### src/rtl/rob_pkg.sv
// rob_pkg: shared types for the reorder buffer.
//   rob_kind_e   - instruction class held by each entry
//   rob_status_t - per-entry control/status fields (valid, ready, mispredict,
//                  kind, sub, rd). The XLEN-wide data/addr payload of an entry
//                  lives in parallel arrays in rob_queue, because XLEN is a
//                  module parameter.
// Optional feature macro consumed by rob_queue: ROB_CDB_BYPASS_EN.
package rob_pkg;

    localparam int unsigned DEFAULT_DEPTH = 16;
    localparam int unsigned DEFAULT_XLEN  = 32;
    localparam int unsigned KIND_W        = 3;
    localparam int unsigned SUB_W         = 3;
    localparam int unsigned REG_W         = 5;

    typedef enum logic [KIND_W-1:0] {
        KIND_ALU    = 3'd0,
        KIND_LOAD   = 3'd1,
        KIND_STORE  = 3'd2,
        KIND_BRANCH = 3'd3,
        KIND_JUMP   = 3'd4,
        KIND_HALT   = 3'd5
    } rob_kind_e;

    typedef struct packed {
        logic             valid;
        logic             ready;
        logic             mispredict;
        rob_kind_e        kind;
        logic [SUB_W-1:0] sub;
        logic [REG_W-1:0] rd;
    } rob_status_t;

    // Kinds that retire through the register file.
    function automatic logic kind_writes_rd(input rob_kind_e k);
        return (k == KIND_ALU) || (k == KIND_LOAD) || (k == KIND_JUMP);
    endfunction

    // Kinds whose mispredict flag triggers a redirect and flush.
    function automatic logic kind_is_ctrl(input rob_kind_e k);
        return (k == KIND_BRANCH) || (k == KIND_JUMP);
    endfunction

endpackage

### src/rtl/rob_cdb_merge.sv
// rob_cdb_merge: per-entry priority selection among the NCDB broadcast ports.
// For every ROB entry, reports whether any port targets it this cycle and the
// payload of the lowest-indexed such port. Purely combinational; used by both
// the entry write path and the optional lookup bypass.
// Ports:
//   cdb_valid/cdb_tag/cdb_data/cdb_addr/cdb_mispredict - flattened CDB inputs
//   hit_c, data_c, addr_c, mispredict_c                 - per-entry winners
module rob_cdb_merge
    import rob_pkg::*;
#(
    parameter int unsigned DEPTH = DEFAULT_DEPTH,
    parameter int unsigned XLEN  = DEFAULT_XLEN,
    parameter int unsigned NCDB  = 2,
    localparam int unsigned IDX_W = $clog2(DEPTH)
) (
    input  logic [NCDB-1:0]            cdb_valid,
    input  logic [NCDB*IDX_W-1:0]      cdb_tag,
    input  logic [NCDB*XLEN-1:0]       cdb_data,
    input  logic [NCDB*XLEN-1:0]       cdb_addr,
    input  logic [NCDB-1:0]            cdb_mispredict,
    output logic [DEPTH-1:0]           hit_c,
    output logic [DEPTH-1:0][XLEN-1:0] data_c,
    output logic [DEPTH-1:0][XLEN-1:0] addr_c,
    output logic [DEPTH-1:0]           mispredict_c
);

    // Ports are scanned high to low so the lowest matching port is the last
    // assignment and therefore wins.
    always_comb begin
        hit_c        = '0;
        data_c       = '0;
        addr_c       = '0;
        mispredict_c = '0;
        for (int e = 0; e < int'(DEPTH); e++) begin
            for (int p = int'(NCDB) - 1; p >= 0; p--) begin
                if (cdb_valid[p] && (cdb_tag[p*IDX_W +: IDX_W] == IDX_W'(e))) begin
                    hit_c[e]        = 1'b1;
                    data_c[e]       = cdb_data[p*XLEN +: XLEN];
                    addr_c[e]       = cdb_addr[p*XLEN +: XLEN];
                    mispredict_c[e] = cdb_mispredict[p];
                end
            end
        end
    end

endmodule

### src/rtl/rob_queue.sv
// rob_queue: parametrised reorder buffer. Allocates in program order, accepts
// results from NCDB broadcast ports, serves NLOOKUP operand lookups, and
// retires one entry per cycle in order.
// Ports:
//   clk, rst_n                              - clock, async active-low reset
//   alloc_valid/kind/sub/rd, alloc_ready,
//   alloc_tag                               - issue-side allocation (ready/tag comb)
//   cdb_valid/tag/data/addr/mispredict      - result broadcast ports
//   lookup_tag, lookup_ready, lookup_data   - operand lookup (comb)
//   commit_valid/tag, reg_*, mem_*,
//   redirect_valid/pc, flush                - registered one-cycle retire outputs
//   halt                                    - sticky after HALT retires
//   count                                   - occupied entries
// Macro: ROB_CDB_BYPASS_EN - lookups also see same-cycle CDB writes.
module rob_queue
    import rob_pkg::*;
#(
    parameter int unsigned DEPTH   = DEFAULT_DEPTH,
    parameter int unsigned XLEN    = DEFAULT_XLEN,
    parameter int unsigned NCDB    = 2,
    parameter int unsigned NLOOKUP = 2,
    localparam int unsigned IDX_W  = $clog2(DEPTH)
) (
    input  logic                     clk,
    input  logic                     rst_n,
    input  logic                     alloc_valid,
    output logic                     alloc_ready,
    input  logic [2:0]               alloc_kind,
    input  logic [2:0]               alloc_sub,
    input  logic [4:0]               alloc_rd,
    output logic [IDX_W-1:0]         alloc_tag,
    input  logic [NCDB-1:0]          cdb_valid,
    input  logic [NCDB*IDX_W-1:0]    cdb_tag,
    input  logic [NCDB*XLEN-1:0]     cdb_data,
    input  logic [NCDB*XLEN-1:0]     cdb_addr,
    input  logic [NCDB-1:0]          cdb_mispredict,
    input  logic [NLOOKUP*IDX_W-1:0] lookup_tag,
    output logic [NLOOKUP-1:0]       lookup_ready,
    output logic [NLOOKUP*XLEN-1:0]  lookup_data,
    output logic                     commit_valid,
    output logic [IDX_W-1:0]         commit_tag,
    output logic                     reg_we,
    output logic [4:0]               reg_idx,
    output logic [XLEN-1:0]          reg_data,
    output logic                     mem_we,
    output logic [XLEN-1:0]          mem_addr,
    output logic [XLEN-1:0]          mem_data,
    output logic [2:0]               mem_size,
    output logic                     redirect_valid,
    output logic [XLEN-1:0]          redirect_pc,
    output logic                     flush,
    output logic                     halt,
    output logic [IDX_W:0]           count
);

    rob_status_t     st_q   [DEPTH];
    logic [XLEN-1:0] data_q [DEPTH];
    logic [XLEN-1:0] addr_q [DEPTH];
    logic [IDX_W-1:0] head_q, tail_q;
    logic [IDX_W:0]   count_q;
    logic             halt_q;

    rob_status_t head_st;
    rob_kind_e   alloc_kind_e;
    logic        full, head_go, flush_now, alloc_fire;
    logic [IDX_W-1:0] lk_tag;

    logic [DEPTH-1:0]           m_hit, m_misp;
    logic [DEPTH-1:0][XLEN-1:0] m_data, m_addr;

    // Registered retire outputs, next-value side.
    logic             cv_n, rwe_n, mwe_n, rv_n, fl_n;
    logic [IDX_W-1:0] ct_n;
    logic [4:0]       ridx_n;
    logic [2:0]       msize_n;
    logic [XLEN-1:0]  rdata_n, maddr_n, mdata_n, rpc_n;

    rob_cdb_merge #(.DEPTH(DEPTH), .XLEN(XLEN), .NCDB(NCDB)) u_merge (
        .cdb_valid      (cdb_valid),
        .cdb_tag        (cdb_tag),
        .cdb_data       (cdb_data),
        .cdb_addr       (cdb_addr),
        .cdb_mispredict (cdb_mispredict),
        .hit_c          (m_hit),
        .data_c         (m_data),
        .addr_c         (m_addr),
        .mispredict_c   (m_misp)
    );

    assign head_st      = st_q[head_q];
    assign alloc_kind_e = rob_kind_e'(alloc_kind);
    assign full         = (count_q == (IDX_W+1)'(DEPTH));
    assign head_go      = head_st.valid && head_st.ready && !halt_q;
    assign flush_now    = head_go && head_st.mispredict && kind_is_ctrl(head_st.kind);
    // A full ROB refuses allocation even while the head retires.
    assign alloc_ready  = !full && !halt_q && !flush_now;
    assign alloc_fire   = alloc_valid && alloc_ready;
    assign alloc_tag    = tail_q;
    assign count        = count_q;
    assign halt         = halt_q;

    // Entry storage, pointers, occupancy and halt.
    always_ff @(posedge clk or negedge rst_n) begin
        if (!rst_n) begin
            for (int i = 0; i < int'(DEPTH); i++) begin
                st_q[i]   <= '0;
                data_q[i] <= '0;
                addr_q[i] <= '0;
            end
            head_q  <= '0;
            tail_q  <= '0;
            count_q <= '0;
            halt_q  <= 1'b0;
        end else if (flush_now) begin
            // Mispredict retire: drop everything, including same-cycle writes.
            for (int i = 0; i < int'(DEPTH); i++) begin
                st_q[i].valid <= 1'b0;
            end
            head_q  <= '0;
            tail_q  <= '0;
            count_q <= '0;
        end else begin
            for (int i = 0; i < int'(DEPTH); i++) begin
                if (m_hit[i] && st_q[i].valid) begin
                    st_q[i].ready      <= 1'b1;
                    st_q[i].mispredict <= m_misp[i];
                    data_q[i]          <= m_data[i];
                    addr_q[i]          <= m_addr[i];
                end
            end
            if (head_go) begin
                st_q[head_q].valid <= 1'b0;
                head_q             <= head_q + IDX_W'(1);
                if (head_st.kind == KIND_HALT) begin
                    halt_q <= 1'b1;
                end
            end
            if (alloc_fire) begin
                st_q[tail_q] <= '{valid:      1'b1,
                                  ready:      (alloc_kind_e == KIND_HALT),
                                  mispredict: 1'b0,
                                  kind:       alloc_kind_e,
                                  sub:        alloc_sub,
                                  rd:         alloc_rd};
                data_q[tail_q] <= '0;
                addr_q[tail_q] <= '0;
                tail_q         <= tail_q + IDX_W'(1);
            end
            count_q <= count_q + (IDX_W+1)'(alloc_fire) - (IDX_W+1)'(head_go);
        end
    end

    // Retire decode for the head entry.
    always_comb begin
        cv_n    = 1'b0;
        ct_n    = '0;
        rwe_n   = 1'b0;
        ridx_n  = '0;
        rdata_n = '0;
        mwe_n   = 1'b0;
        maddr_n = '0;
        mdata_n = '0;
        msize_n = '0;
        rv_n    = 1'b0;
        rpc_n   = '0;
        fl_n    = 1'b0;
        if (head_go) begin
            cv_n = 1'b1;
            ct_n = head_q;
            if (kind_writes_rd(head_st.kind) && (head_st.rd != '0)) begin
                rwe_n   = 1'b1;
                ridx_n  = head_st.rd;
                rdata_n = data_q[head_q];
            end
            if (head_st.kind == KIND_STORE) begin
                mwe_n   = 1'b1;
                maddr_n = addr_q[head_q];
                mdata_n = data_q[head_q];
                msize_n = head_st.sub;
            end
            if (flush_now) begin
                rv_n  = 1'b1;
                rpc_n = addr_q[head_q];
                fl_n  = 1'b1;
            end
        end
    end

    always_ff @(posedge clk or negedge rst_n) begin
        if (!rst_n) begin
            commit_valid   <= 1'b0;
            commit_tag     <= '0;
            reg_we         <= 1'b0;
            reg_idx        <= '0;
            reg_data       <= '0;
            mem_we         <= 1'b0;
            mem_addr       <= '0;
            mem_data       <= '0;
            mem_size       <= '0;
            redirect_valid <= 1'b0;
            redirect_pc    <= '0;
            flush          <= 1'b0;
        end else begin
            commit_valid   <= cv_n;
            commit_tag     <= ct_n;
            reg_we         <= rwe_n;
            reg_idx        <= ridx_n;
            reg_data       <= rdata_n;
            mem_we         <= mwe_n;
            mem_addr       <= maddr_n;
            mem_data       <= mdata_n;
            mem_size       <= msize_n;
            redirect_valid <= rv_n;
            redirect_pc    <= rpc_n;
            flush          <= fl_n;
        end
    end

    // Operand lookup from stored state, optionally overridden by a same-cycle CDB hit.
    always_comb begin
        lookup_ready = '0;
        lookup_data  = '0;
        lk_tag       = '0;
        for (int l = 0; l < int'(NLOOKUP); l++) begin
            lk_tag                      = lookup_tag[l*IDX_W +: IDX_W];
            lookup_ready[l]             = st_q[lk_tag].valid && st_q[lk_tag].ready;
            lookup_data[l*XLEN +: XLEN] = data_q[lk_tag];
`ifdef ROB_CDB_BYPASS_EN
            if (st_q[lk_tag].valid && m_hit[lk_tag]) begin
                lookup_ready[l]             = 1'b1;
                lookup_data[l*XLEN +: XLEN] = m_data[lk_tag];
            end
`endif
        end
    end

endmodule

### config.mk
export PLATFORM = sky130hd
export DESIGN_NAME = rob_queue
export DESIGN_NICKNAME = d
export VERILOG_FILES = /design/src/rtl/rob_pkg.sv /design/src/rtl/rob_cdb_merge.sv /design/src/rtl/rob_queue.sv
export SDC_FILE = /design/constraint.sdc
export NUM_CORES = 2
export LEC_CHECK = 0
export ABC_CLOCK_PERIOD_IN_PS = 10100
export CAP_MARGIN = 20
export CORE_ASPECT_RATIO = 1.4
export CORE_MARGIN = 2
export CORE_UTILIZATION = 60
export CTS_BUF_LIST = sky130_fd_sc_hd__clkbuf_2 sky130_fd_sc_hd__clkbuf_4 sky130_fd_sc_hd__clkbuf_8
export DETAILED_ROUTE_END_ITERATION = 10
export DONT_BUFFER_PORTS = 1
export PLACE_DENSITY = 0.76
export SYNTH_ARGS = -nofsm -noshare
export SYNTH_HDL_FRONTEND = slang
export SYNTH_SLANG_ARGS = --single-unit
### constraint.sdc
create_clock -name clk -period 10.1 [get_ports clk]
set_clock_uncertainty 0.1 [all_clocks]
set_input_delay 1.515 -clock clk [delete_from_list [all_inputs] [get_ports clk]]
set_output_delay 1.515 -clock clk [all_outputs]
set_load 0.005 [all_outputs]
; Word level (Yosys, flattened, before mapping)
; Index checks and enable logic that the tools add are counted.
[op_classes]
n_addsub = 4
n_lt_le_gt_ge = 6
eq_ne = 37
muxes = 299
bitwise_logic = 8
reduce_logical = 73
[ops]
columns = operator, n
row1 = two-way mux 32 bit, 145
row2 = bitwise AND 512 bit, 2
row3 = two-way mux 512 bit, 2
row4 = two-way mux 224 bit, 3
row5 = binary-select mux 32 bit (select 4 bit), 4
row6 = inverter 512 bit, 1
row7 = bitwise mux 224 bit, 2
row8 = binary-select mux 14 bit (select 4 bit), 3
row9 = demux 32 bit (select 4 bit), 1
row10 = demux 14 bit (select 4 bit), 2
row11 = two-way mux 14 bit, 8
row12 = two-way mux 1 bit, 87
row13 = == test 4 bit (second input constant), 16
row14 = two-way mux 2 bit, 32
row15 = logical AND 1 bit, 60
row16 = == test 4 x 3 -> 1 bit (second input constant), 8
row17 = greater-or-equal comparator 5 bit (second input constant), 4
row18 = two-way mux 4 bit, 5
row19 = inverter 4 -> 5 bit, 4
row20 = == test 4 x 2 -> 1 bit (second input constant), 4
row21 = two-way mux 5 bit, 3
row22 = < comparator 5 x 1 -> 1 bit (second input constant), 2
row23 = == test 3 bit (second input constant), 3
row24 = adder 4 x 1 -> 4 bit (second input constant), 2
row25 = other kinds (15), 24
[word_totals]
ff_bits = 1406
inputBits = 162
output_inout_bits = 222
word_cells = 570

; Depth between registers and ports, before layout
[logic_depth]
word_depth = 15
mapped_depth = 22
depth_no_buf = 17

; By module
; From an unflattened synthesis, not the netlist that was laid out.
[hier_totals]
hier_cells = 7174
hier_area_um2 = 85505.8
[by_module_without_submodules]
columns = module, instances, cells_each, area_per_inst_um2
row1 = rob_queue, 1, 4273, 67581.1
row2 = rob_cdb_merge, 1, 2901, 17924.7

; Least setup slack after synthesis
; OpenSTA, ideal clock, no wires.
[synth_path]
path_kind = input port to output port
start = input lookup_tag[0]
end = output lookup_data[23]
arrival_time_ps = 3596
required_ps = 8485
path_slack_ps = 4889
cell_stages = 4
path_buffers = 2
cell_sequence = buf_1 -> clkbuf_1 -> mux4_2 -> mux4_2
[synth_between]
elab_chain_len = 4
[synth_lines]
columns = item, line_no
row1 = from (decl), rob_queue.sv:37  ; input logic [NLOOKUP*IDX_W-1:0] lookup_tag,
row2 = inverter 4 -> 5 bit (implied by the code), rob_queue.sv:227  ; lookup_data[l*XLEN +: XLEN] = data_q[lk_tag];
row3 = binary-select mux 32 bit (select 4 bit), rob_queue.sv:227
row4 = two-way mux 32 bit (implied by the code) (2 in a row), rob_queue.sv:227
row5 = to (decl), rob_queue.sv:39  ; output logic [NLOOKUP*XLEN-1:0] lookup_data,
; No other way between the ends. The select of a mux whose other input is x is not followed.

; Worst setup path in the final report
[layout_path]
start = register head_q[0]
end = output alloc_ready
[layout_between]
elab_chain_len = 10
[layout_lines]
columns = item, line_no
row1 = from (decl), rob_queue.sv:59  ; logic [IDX_W-1:0] head_q, tail_q;
row2 = from (signal assigned), rob_queue.sv:133  ; head_q <= head_q + IDX_W'(1);
row3 = inverter 4 -> 5 bit (implied by the code) (*), rob_queue.sv:90  ; assign head_st = st_q[head_q];
row4 = binary-select mux 14 bit (select 4 bit) (*), rob_queue.sv:90
row5 = two-way mux 14 bit (implied by the code) (*) (2 in a row), rob_queue.sv:90
row6 = "parallel branches: the longest is 3 deep, another holds == test 3 x 2 -> 1 bit", --
row7 = logical AND 1 bit (*), rob_queue.sv:94  ; assign flush_now = head_go && head_st.mispredict && kind_is_ctrl(head_st.kind);
row8 = logical NOT 1 bit (*), rob_queue.sv:96  ; assign alloc_ready = !full && !halt_q && !flush_now;
row9 = logical AND 1 bit (*), rob_queue.sv:96
row10 = to (decl), rob_queue.sv:27  ; output logic alloc_ready,
; Mark *: on every way between the ends. The select of a mux whose other input is x is not followed.

==> metrics.cfg <==
[final_layout]
finalCoreUtilization_pct = 64.5
regArea_um2 = 35200
multiInputGateArea_um2 = 40600
drive_above_1_share_pct = 24.5
fillers = 9497
area_growth_pct = 6.93
finalNetCount = 5368

[worst_setup_path]
worstPathArrival_ns = 5.45
crit_required_ns = 8.49
worstSetupPathType = flip-flop to output pin
cp-end-kind = output pin
crit_fanout = 71
crit_path_start_kind = flip-flop

[global_routing]
grt_pass1_vias = 59329
grt_start_max_net_pins = 167
track_usage_pct = 42.1
grt_pass1_wl_um = 410000
gr-total-overflow = 0
antenna_found_initial = 12

[floorplan]
design.die.area_um2 = 134000
fp.coreArea_um2 = 130000
die_width_um = 310
rows = 157
initial_core_util_pct = 60.4
die_h_um = 433
pin_count = 384

[clock_network]
clock_path_buffers = 3
cts-resized-gates = 0
htreeDepth = 4
root_buffer = clkbuf_8
cts.sinks = 1406
post_cts_buffers = 0
cts_tree = built
cts_made_buffers = 213
clk_pin_slew_ns = 0.07
insertion_delay_ns = 1.01
ctsHoldBuffers = 0

[timing]
finalSetupTns_ns = 0
max_freq_mhz = 142
timing.slew.headroom_pct = 14.9
finalCriticalPeriod_ns = 7.06
hold_violations = 0
period_share_pct = 69.9
rsz0062_at_grt = no
setup_viol = 0
tightestPinTransition_ns = 1.28
report.final.slew_viol_count = 0

[synthesis]
yosys_warnings = 0
syn-cell-area_um2 = 78700
async_reset_ff_share_pct = 100
ys.flop_type = dfrtp_1
synth_cell_types = 47
syn_avg_cell_area_um2 = 14.2
ys_ff_latch = 1406
synth_enable_flop_cells = 0
syn_nets = 5740
netlist_instances = 5563
ys_seq_area_share_pct = 44.7

[drt]
wl_met3_um = 38400
vias_per_cell = 7.95
drt_drc_violations_left = 0
wl_met1_um = 92000
wl_per_cell_um = 38.8
wl_met2_um = 122000
wirelength_um = 277000
drt_first_iter_violations = 6363
detail-route-antenna-nets = 0
drt-pass1-iter-count = 9
top_layer = met5
vias = 56714

[job]
cap_violations = 0

[power_and_ir_drop]
power.density_nw_per_um2 = 292
ir_drop_uv = 310
leakage_nw = 32.5

[outcome]
status = completed

[placement]
port_buffers = 0
dp_hpwl_um = 150000
gp_congestion = 0.893

[hold_path]
hold_path_class = input port to asynchronous set/reset pin

==> cells in the mapped netlist (6+ instances only) <==
library cell | n | area, um2
nor3_1 | 13 | 65.1
nand2_1 | 34 | 128
nor3b_1 | 34 | 255
and3_1 | 83 | 519
a22oi_1 | 18 | 135
dfrtp_1 | 1406 | 35200
nand3_1 | 22 | 110
mux2_1 | 139 | 1570
mux2_2 | 38 | 428
nor2b_1 | 6 | 37.5
mux2i_1 | 1042 | 10400
buf_4 | 85 | 638
nand4_1 | 6 | 37.5
o2bb2ai_1 | 1040 | 9110
a21oi_1 | 20 | 100
buf_2 | 167 | 836
mux4_2 | 710 | 16000
inv_1 | 33 | 124
a21o_1 | 18 | 135
clkbuf_1 | 386 | 1450
buf_1 | 55 | 206
o21ai_0 | 32 | 160
ha_1 | 14 | 175
and2_1 | 33 | 206
nand2b_1 | 6 | 37.5
or3_1 | 18 | 113
nor2_1 | 70 | 263
==> path summary, 6_finish.rpt <==
| path | startpoint | to | slack (ns) | depth (start not counted) |
|---|---|---|---|---|
| setup / recovery | head_q[0] | alloc_ready | 3.04 | 8 |
| hold / removal | rst_n | data_q[327] | 0.35 | 1 |
| hold reg to reg | st_q[114] | st_q[114] | 0.38 | 1 |
| min in group clk | st_q[114] | st_q[114] | 0.38 | 1 |
| max in group asynchronous | rst_n | addr_q[375] | 7.30 | 3 |
| setup reg to reg | head_q[0] | addr_q[344] | 3.74 | 10 |
==> power by group <==
part	switching, mW	internal (mW)
sequential	1.93	7.98
clock	2.49	3.05
combinational	4.26	4.90
==> worst max-delay path, cell delays in order, from the launching register on <==
cell,delay [ns]
dfrtp_4,1.09
buf_4,0.69
mux4_2,0.59
a22oi_1,0.18
nand3_1,0.17
or3_1,0.47
a211oi_4,0.27
buf_4,0.73
nor2b_1,0.15
==> final cells by class <==
type                       instances  area share (%)
clock buffer                     318            4.86
sequential                      1406            41.8
multi-input combinational       3425            48.2
timing repair buffer             109            1.20
inverter                          36           0.169
antenna                           17          0.0505
tap                             1749            2.60
clock inverter                    78            1.11
==> cells in the final DEF (no fill, tap or decap), types with 14 or more instances in the layout <==
cell	synthesis	routed
a21o_4	0	16
a21oi_1	20	20
a22oi_1	18	18
and2_1	33	33
and3_1	83	82
buf_4	85	96
bufinv_16	0	17
clkbuf_4	0	46
clkbuf_8	0	272
clkinv_2	0	44
dfrtp_1	1406	1403
diode_2	0	17
ha_1	14	14
inv_1	33	32
mux2_1	139	139
mux2_2	38	38
mux2i_1	1042	1042
mux4_2	710	710
nand2_1	34	34
nand3_1	22	22
nor2_1	70	57
nor3b_1	34	34
o21ai_0	32	32
o2bb2ai_1	1040	1040
or3_4	0	16
==> state kept, by name (all words and copies together) (netlist names), 3 cells and up <==
signal and cells:
reg_data 32, alloc_tag 4, addr_q 512, head_q 4
mem_size 3, reg_idx 5, count 5, mem_addr 32
st_q 224, commit_tag 4, data_q 512, mem_data 32
redirect_pc 32
==> metal layers <==
layer,global-route usage (%),vias up
met5,0.369,-
met2,61.4,4533
li1,-,21377
met3,15.9,1445
met4,30.1,10
met1,51.3,29349
==> metrics by stage <==
| stage | hold slack, ns | std cells | instance area (um2) | power [mW] | setup WS (ns) |
|---|---|---|---|---|---|
| global placement | 0.361 | 6721 | 79000 | 18.5 | 3.94 |
| floorplan | 0.351 | 5563 | 78700 | 16.1 | 4.89 |
| finish | 0.346 | 7138 | 84200 | 24.6 | 3.04 |
| detailed placement | 0.368 | 6723 | 79100 | 18.8 | 3.87 |
| global route | 0.394 | 7123 | 84200 | 25.5 | 2.67 |
| CTS | 0.363 | 7119 | 84100 | 24.3 | 2.99 |
==> cell families after synthesis <==
group | share of synthesized area [%]
compound gates | 12.4
xor+xnor | 0.0779
mux | 36.1
simple gates | 2.35
flops | 44.7
fa+ha+maj | 0.248
buf+inv | 4.19
No activity file was read; power rests on OpenSTA's default activity.
